`config.mk`:
```
export PLATFORM = sky130hd
export DESIGN_NAME = scale_cfg_sequencer_flat
export DESIGN_NICKNAME = d
export VERILOG_FILES = /design/src/rtl/scale_cfg_if.sv /design/src/rtl/scale_cfg_sequencer.sv /design/src/flat_wrapper.sv
export SDC_FILE = /design/constraint.sdc
export NUM_CORES = 1
export LEC_CHECK = 0
export ABC_CLOCK_PERIOD_IN_PS = 4200
export BUFFER_PORTS_ARGS = -buffer_cell sky130_fd_sc_hd__buf_2
export CAP_MARGIN = 20
export CORE_UTILIZATION = 61
export DETAILED_ROUTE_END_ITERATION = 7
export GPL_TIMING_DRIVEN = 0
export PLACE_DENSITY_LB_ADDON = 0.25
export REMOVE_ABC_BUFFERS = 1
export SKIP_CTS_REPAIR_TIMING = 1
export SLEW_MARGIN = 20
export SYNTH_ARGS = -nofsm -noshare
export SYNTH_HDL_FRONTEND = slang
export SYNTH_SLANG_ARGS = --single-unit
```
`constraint.sdc`:
```
create_clock -name clk_sys -period 4.2 [get_ports clk_sys]
set_input_delay 0 -clock clk_sys [delete_from_list [all_inputs] [get_ports clk_sys]]
set_output_delay 0 -clock clk_sys [all_outputs]
set_load 0.005 [all_outputs]
```
`src/rtl/scale_cfg_if.sv`:
```
// Host-side and scaltop-side signals of the scale configuration sequencer.
// master = host/driver side, slave = sequencer side.
interface scale_cfg_if;
    // Write handshake: wr_en is a one-cycle strobe with no backpressure. An entry is taken
    // on the clk_sys edge that samples wr_en=1 only while the sequencer is idle and not full;
    // any other strobe is discarded and latched into ovf_err.
    logic        wr_en;
    logic [4:0]  wr_choice;
    logic [15:0] wr_data;
    logic        cmd_go;
    logic        cmd_abort;
    logic [4:0]  scalechoice;
    logic [15:0] scaledatain;
    logic        scaleload;
    logic        scalstart;
    logic        pn_change;
    logic        busy;
    logic [6:0]  fifo_count;
    logic        ovf_err;

    modport master (
        output wr_en, wr_choice, wr_data, cmd_go, cmd_abort,
        input  scalechoice, scaledatain, scaleload, scalstart, pn_change, busy, fifo_count, ovf_err
    );

    modport slave (
        input  wr_en, wr_choice, wr_data, cmd_go, cmd_abort,
        output scalechoice, scaledatain, scaleload, scalstart, pn_change, busy, fifo_count, ovf_err
    );
endinterface

```
`src/rtl/scale_cfg_sequencer.sv`:
```
// Replays host-queued (choice, data) pairs to scaltop as scaleload transactions, then scalstart.
// Optional macro SCALE_PN_TOGGLE_EN: pn_change pulses with scalstart on every second sequence.
module scale_cfg_sequencer #(
    parameter int DEPTH  = 16,
    parameter int LOAD_W = 2,
    parameter int GAP_W  = 2
) (
    input  logic       clk_sys,
    input  logic       reset,
    scale_cfg_if.slave bus,
    output logic [2:0] o_dbg_state
);
    localparam int PW = $clog2(DEPTH);
    localparam int CW = 16;

    typedef enum logic [2:0] {
        S_IDLE  = 3'd0,
        S_SETUP = 3'd1,
        S_LOAD  = 3'd2,
        S_GAP   = 3'd3,
        S_START = 3'd4
    } state_t;

    state_t        r_state;
    state_t        w_next;
    logic [PW-1:0] r_wr_ptr;
    logic [PW-1:0] r_rd_ptr;
    logic [6:0]    r_count;
    logic          r_ovf;
    logic [CW-1:0] r_cnt;
    logic [20:0]   r_mem [DEPTH];
    logic [20:0]   r_hold;
    logic          w_wr_ok;
    logic          w_pop;
    logic          w_cnt_done;

    assign w_wr_ok = bus.wr_en && !bus.cmd_abort && (r_state == S_IDLE) && (r_count < 7'(DEPTH));
    assign w_pop   = (r_state == S_SETUP) && !bus.cmd_abort;

    always_comb begin
        w_cnt_done = 1'b0;
        if (r_state == S_LOAD) w_cnt_done = (r_cnt == CW'(LOAD_W - 1));
        if (r_state == S_GAP)  w_cnt_done = (r_cnt == CW'(GAP_W - 1));
    end

    always_ff @(posedge clk_sys) begin
        if (reset) r_state <= S_IDLE;
        else       r_state <= w_next;
    end

    // A write in the same cycle as cmd_go counts toward the go decision.
    always_comb begin
        w_next = r_state;
        if (bus.cmd_abort) begin
            w_next = S_IDLE;
        end else begin
            case (r_state)
                S_IDLE:  if (bus.cmd_go) w_next = (r_count != 7'd0 || w_wr_ok) ? S_SETUP : S_START;
                S_SETUP: w_next = S_LOAD;
                S_LOAD:  if (w_cnt_done) w_next = S_GAP;
                S_GAP:   if (w_cnt_done) w_next = (r_count != 7'd0) ? S_SETUP : S_START;
                S_START: w_next = S_IDLE;
                default: w_next = S_IDLE;
            endcase
        end
    end

    always_ff @(posedge clk_sys) begin
        if (reset || w_next != r_state)                r_cnt <= '0;
        else if (r_state == S_LOAD || r_state == S_GAP) r_cnt <= r_cnt + 1'b1;
        else                                           r_cnt <= '0;
    end

    always_ff @(posedge clk_sys) begin
        if (w_wr_ok) r_mem[r_wr_ptr] <= {bus.wr_choice, bus.wr_data};
    end

    // Full and empty are told apart by r_count; pointers simply wrap.
    always_ff @(posedge clk_sys) begin
        if (reset || bus.cmd_abort) begin
            r_wr_ptr <= '0;
            r_rd_ptr <= '0;
            r_count  <= '0;
            r_ovf    <= 1'b0;
            r_hold   <= '0;
        end else begin
            if (bus.wr_en && !w_wr_ok) r_ovf <= 1'b1;
            if (w_wr_ok) begin
                r_wr_ptr <= r_wr_ptr + 1'b1;
                r_count  <= r_count + 7'd1;
            end else if (w_pop) begin
                r_hold   <= r_mem[r_rd_ptr];
                r_rd_ptr <= r_rd_ptr + 1'b1;
                r_count  <= r_count - 7'd1;
            end
        end
    end

    // SETUP shows the head entry directly so data leads scaleload by one cycle.
    always_comb begin
        bus.scalechoice = '0;
        bus.scaledatain = '0;
        case (r_state)
            S_SETUP:       {bus.scalechoice, bus.scaledatain} = r_mem[r_rd_ptr];
            S_LOAD, S_GAP: {bus.scalechoice, bus.scaledatain} = r_hold;
            default:       ;
        endcase
    end

    assign bus.scaleload  = (r_state == S_LOAD);
    assign bus.scalstart  = (r_state == S_START);
    assign bus.busy       = (r_state != S_IDLE);
    assign bus.fifo_count = r_count;
    assign bus.ovf_err    = r_ovf;
    assign o_dbg_state    = r_state;

`ifdef SCALE_PN_TOGGLE_EN
    logic r_parity;

    always_ff @(posedge clk_sys) begin
        if (reset || bus.cmd_abort)  r_parity <= 1'b0;
        else if (r_state == S_START) r_parity <= ~r_parity;
    end

    assign bus.pn_change = (r_state == S_START) && r_parity;
`else
    assign bus.pn_change = 1'b0;
`endif
endmodule

```
`src/flat_wrapper.sv`:
```
// flat-port wrapper written by rule: the top's interface ports become plain ports
module scale_cfg_sequencer_flat 
#(
    parameter int DEPTH  = 16,
    parameter int LOAD_W = 2,
    parameter int GAP_W  = 2
)
  (clk_sys, reset, o_dbg_state, bus_wr_en, bus_wr_choice, bus_wr_data, bus_cmd_go, bus_cmd_abort, bus_scalechoice, bus_scaledatain, bus_scaleload, bus_scalstart, bus_pn_change, bus_busy, bus_fifo_count, bus_ovf_err);
  scale_cfg_if bus_i ();
  input  logic clk_sys;
  input  logic reset;
  output logic [2:0] o_dbg_state;
  input wire logic [$bits(bus_i.wr_en)-1:0] bus_wr_en;
  input wire logic [$bits(bus_i.wr_choice)-1:0] bus_wr_choice;
  input wire logic [$bits(bus_i.wr_data)-1:0] bus_wr_data;
  input wire logic [$bits(bus_i.cmd_go)-1:0] bus_cmd_go;
  input wire logic [$bits(bus_i.cmd_abort)-1:0] bus_cmd_abort;
  output wire logic [$bits(bus_i.scalechoice)-1:0] bus_scalechoice;
  output wire logic [$bits(bus_i.scaledatain)-1:0] bus_scaledatain;
  output wire logic [$bits(bus_i.scaleload)-1:0] bus_scaleload;
  output wire logic [$bits(bus_i.scalstart)-1:0] bus_scalstart;
  output wire logic [$bits(bus_i.pn_change)-1:0] bus_pn_change;
  output wire logic [$bits(bus_i.busy)-1:0] bus_busy;
  output wire logic [$bits(bus_i.fifo_count)-1:0] bus_fifo_count;
  output wire logic [$bits(bus_i.ovf_err)-1:0] bus_ovf_err;
  assign bus_i.wr_en = bus_wr_en;
  assign bus_i.wr_choice = bus_wr_choice;
  assign bus_i.wr_data = bus_wr_data;
  assign bus_i.cmd_go = bus_cmd_go;
  assign bus_i.cmd_abort = bus_cmd_abort;
  assign bus_scalechoice = bus_i.scalechoice;
  assign bus_scaledatain = bus_i.scaledatain;
  assign bus_scaleload = bus_i.scaleload;
  assign bus_scalstart = bus_i.scalstart;
  assign bus_pn_change = bus_i.pn_change;
  assign bus_busy = bus_i.busy;
  assign bus_fifo_count = bus_i.fifo_count;
  assign bus_ovf_err = bus_i.ovf_err;
  scale_cfg_sequencer #(.DEPTH(DEPTH), .LOAD_W(LOAD_W), .GAP_W(GAP_W)) u_core (.clk_sys(clk_sys), .reset(reset), .bus(bus_i), .o_dbg_state(o_dbg_state));
endmodule
```
==> flow_summary.ini <==
[yosys]
yosys.cell_types.count = 48
ys_async_sr_fraction = 0
ys_warn_count = 0
ys_seq_area_frac = 0.718
synth_ff_type = edfxtp_1
synth_area_per_cell_um2 = 18.5
synth_edf_count = 336
ys_ff_latch = 396
netlist_instances = 848
synth_area_um2 = 15700

[timing]
slew_headroom = 0.358
finClkSkew_ps = 20.8
min_period_ps = 3160
tightest_slew_ps = 960
setup_viol = 0
drv_slew = 0
period_share = 0.751
layout_setup_ws_ps = 1040
hold_viol_final = 0
fmax_mhz = 317
rsz0062_at_grt = no

[floorplanning]
die_w_um = 163
die_y_um = 163
row_count = 58
core_um2 = 25300
initial_utilization = 0.623
design.die.area_um2 = 26400
ios = 62

[placement]
dp_hpwl_um = 21400
pre_cts_ws_ps = 1100
routabilityCongestion = 0.776
port_buffers = 60

[layout]
layout_common_cells = edfxtp_1, mux4_2, buf_2
area_growth_pct = 17.8
drive_above_1_share = 0.286
final_common_cell = edfxtp_1
antennaDiodeCount = 0
fin_nets = 994

[setup_path]
critPathKind = reg2reg
end_kind = flop
cp-start-kind = flop
cpPeakStageDelay_ps = 530
arrival_ps = 3560
crit_required_ps = 4610
cp_max_fo = 11
cp_cell_sequence = nor3_2 -> and3_1 -> inv_1 -> ha_1 -> a211o_1 -> a21o_1 -> a2111oi_0 -> nor3_1
slowest_stage = a2111oi_0

[global_route]
grt_pass1_vias = 8791
grt_first_pass_wirelength_um = 55000
grt_max_degree = 52
grtUsageTotal = 0.294
antenna_found_initial = 0
grt_remaining_overflow = 0

[detailed_routing]
wl_per_cell_um = 28.7
ant_nets = 0
route.detailed.drc = 0
via_per_inst = 6.77
dr_wl_met2_um = 18800
met1_length_um = 14000
drt-initial-drc-count = 943
routed.top_layer = met4
dr_total_vias = 8914
drt_wl_total_um = 37700
dr_wl_met3_um = 3270
firstDrtPassIters = 5

[min_path]
hp-class = in2reg

[cts]
clkSinkCount = 396
cts_buffers = 39
cts_tree = built
cts_max_path_buffers = 3
htree_levels = 2
root_buffer = clkbuf_16
clock_latency_ps = 540
clk_pin_slew_ps = 60

[job]
maxCapViolCount = 0

[power_and_ir_drop]
peakVddDrop_v = 0.000299
p_per_area_nw_per_um2 = 437
p_leak_nw = 5.89
p_total_mw = 8.10

[status]
outcome = finished clean
-- metal layers --
layer,track usage,up-vias
met4,0.133,0
met5,0,-
met1,0.387,4542
met3,0.0486,127
met2,0.487,563
li1,-,3682
-- cell usage after synthesis (5+ instances only) --
cell type,n,area [um2]
edfxtp_1,336,10100
mux4_2,84,1890
dfxtp_1,60,1200
mux2i_1,46,460
nor2_1,43,161
nand2_1,39,146
nand3_1,32,160
clkbuf_1,27,101
o221ai_1,22,193
o221ai_2,20,300
buf_2,12,60.1
ha_1,11,138
xor2_1,11,96.3
nor3_1,10,50.1
xnor2_1,10,87.6
a21oi_1,7,35.0
inv_1,7,26.3
nand4_1,7,43.8
nor4_1,6,37.5
buf_1,5,18.8
-- report_power, final --
part           internal (mW)  switching, mW
registers               4.28         0.0174
clock network           2.10           1.44
logic                 0.0973          0.165
-- kinds of logic (layout without fill, tap and decap cells) --
logic type | count (synthesis) | in the layout | share of synthesized area
flip-flops | 396 | 396 | 0.718
AND/OR/NAND/NOR | 163 | 163 | 0.0509
multiplexers | 130 | 130 | 0.150
AO/OA/AOI/OAI | 68 | 68 | 0.0429
buffers and inverters | 57 | 195 | 0.0169
XOR/XNOR | 21 | 21 | 0.0117
adder cells (fa/ha/maj) | 12 | 12 | 0.0100
other | 1 | 1 | 0.000238
-- sequential cells by signal, indices dropped and copies added, names as in the netlist, named ones only --
name                   cells
u_core.bus.fifo_count      7
u_core.bus.ovf_err         1
u_core.o_dbg_state         3
u_core.r_cnt              16
u_core.r_hold             21
u_core.r_mem             336
u_core.r_rd_ptr            4
u_core.r_wr_ptr            4
-- metrics by stage --
stage          cell area (um2)  setup TNS [ps]  instances  utilization  hold WS [ps]
6_report                 18500               0       1316        0.734           282
5_1_grt                  18500               0       1316        0.734           336
4_1_cts                  18300               0       1291        0.724          -270
3_5_place_dp             17000               0       1220        0.672           274
3_3_place_gp             16200         -165210       1188        0.642           240
2_1_floorplan            15500          -17700        798            -          98.9
-- area by class of cell --
cell class              count  area (um2)
inverters                   7        26.3
well taps                 330         413
fillers                  1420        6730
repair buffers            117        1170
clock buffers              55        1110
flip-flops and latches    396       11300
multi-input cells         395        4310
clock inverters            16         196
-- final timing paths --
path	slack, ps	end	from	cells past startpoint
setup / recovery	1040	u_core.bus.fifo_count[5]	u_core.o_dbg_state[0]	8
hold / removal	280	u_core.bus.ovf_err	bus_wr_en	4
setup reg to reg	1040	u_core.bus.fifo_count[5]	u_core.o_dbg_state[0]	8
hold reg to reg	490	u_core.bus.ovf_err	u_core.bus.ovf_err	2
-- worst max-delay path, delay by kind of cell (launching register included) --
family	cells	cell delay, ps
buf+inv	1	270
flops	1	410
fa+ha+maj	1	370
compound gates	3	1040
simple gates	3	930
(Power assumes the default switching activity.)
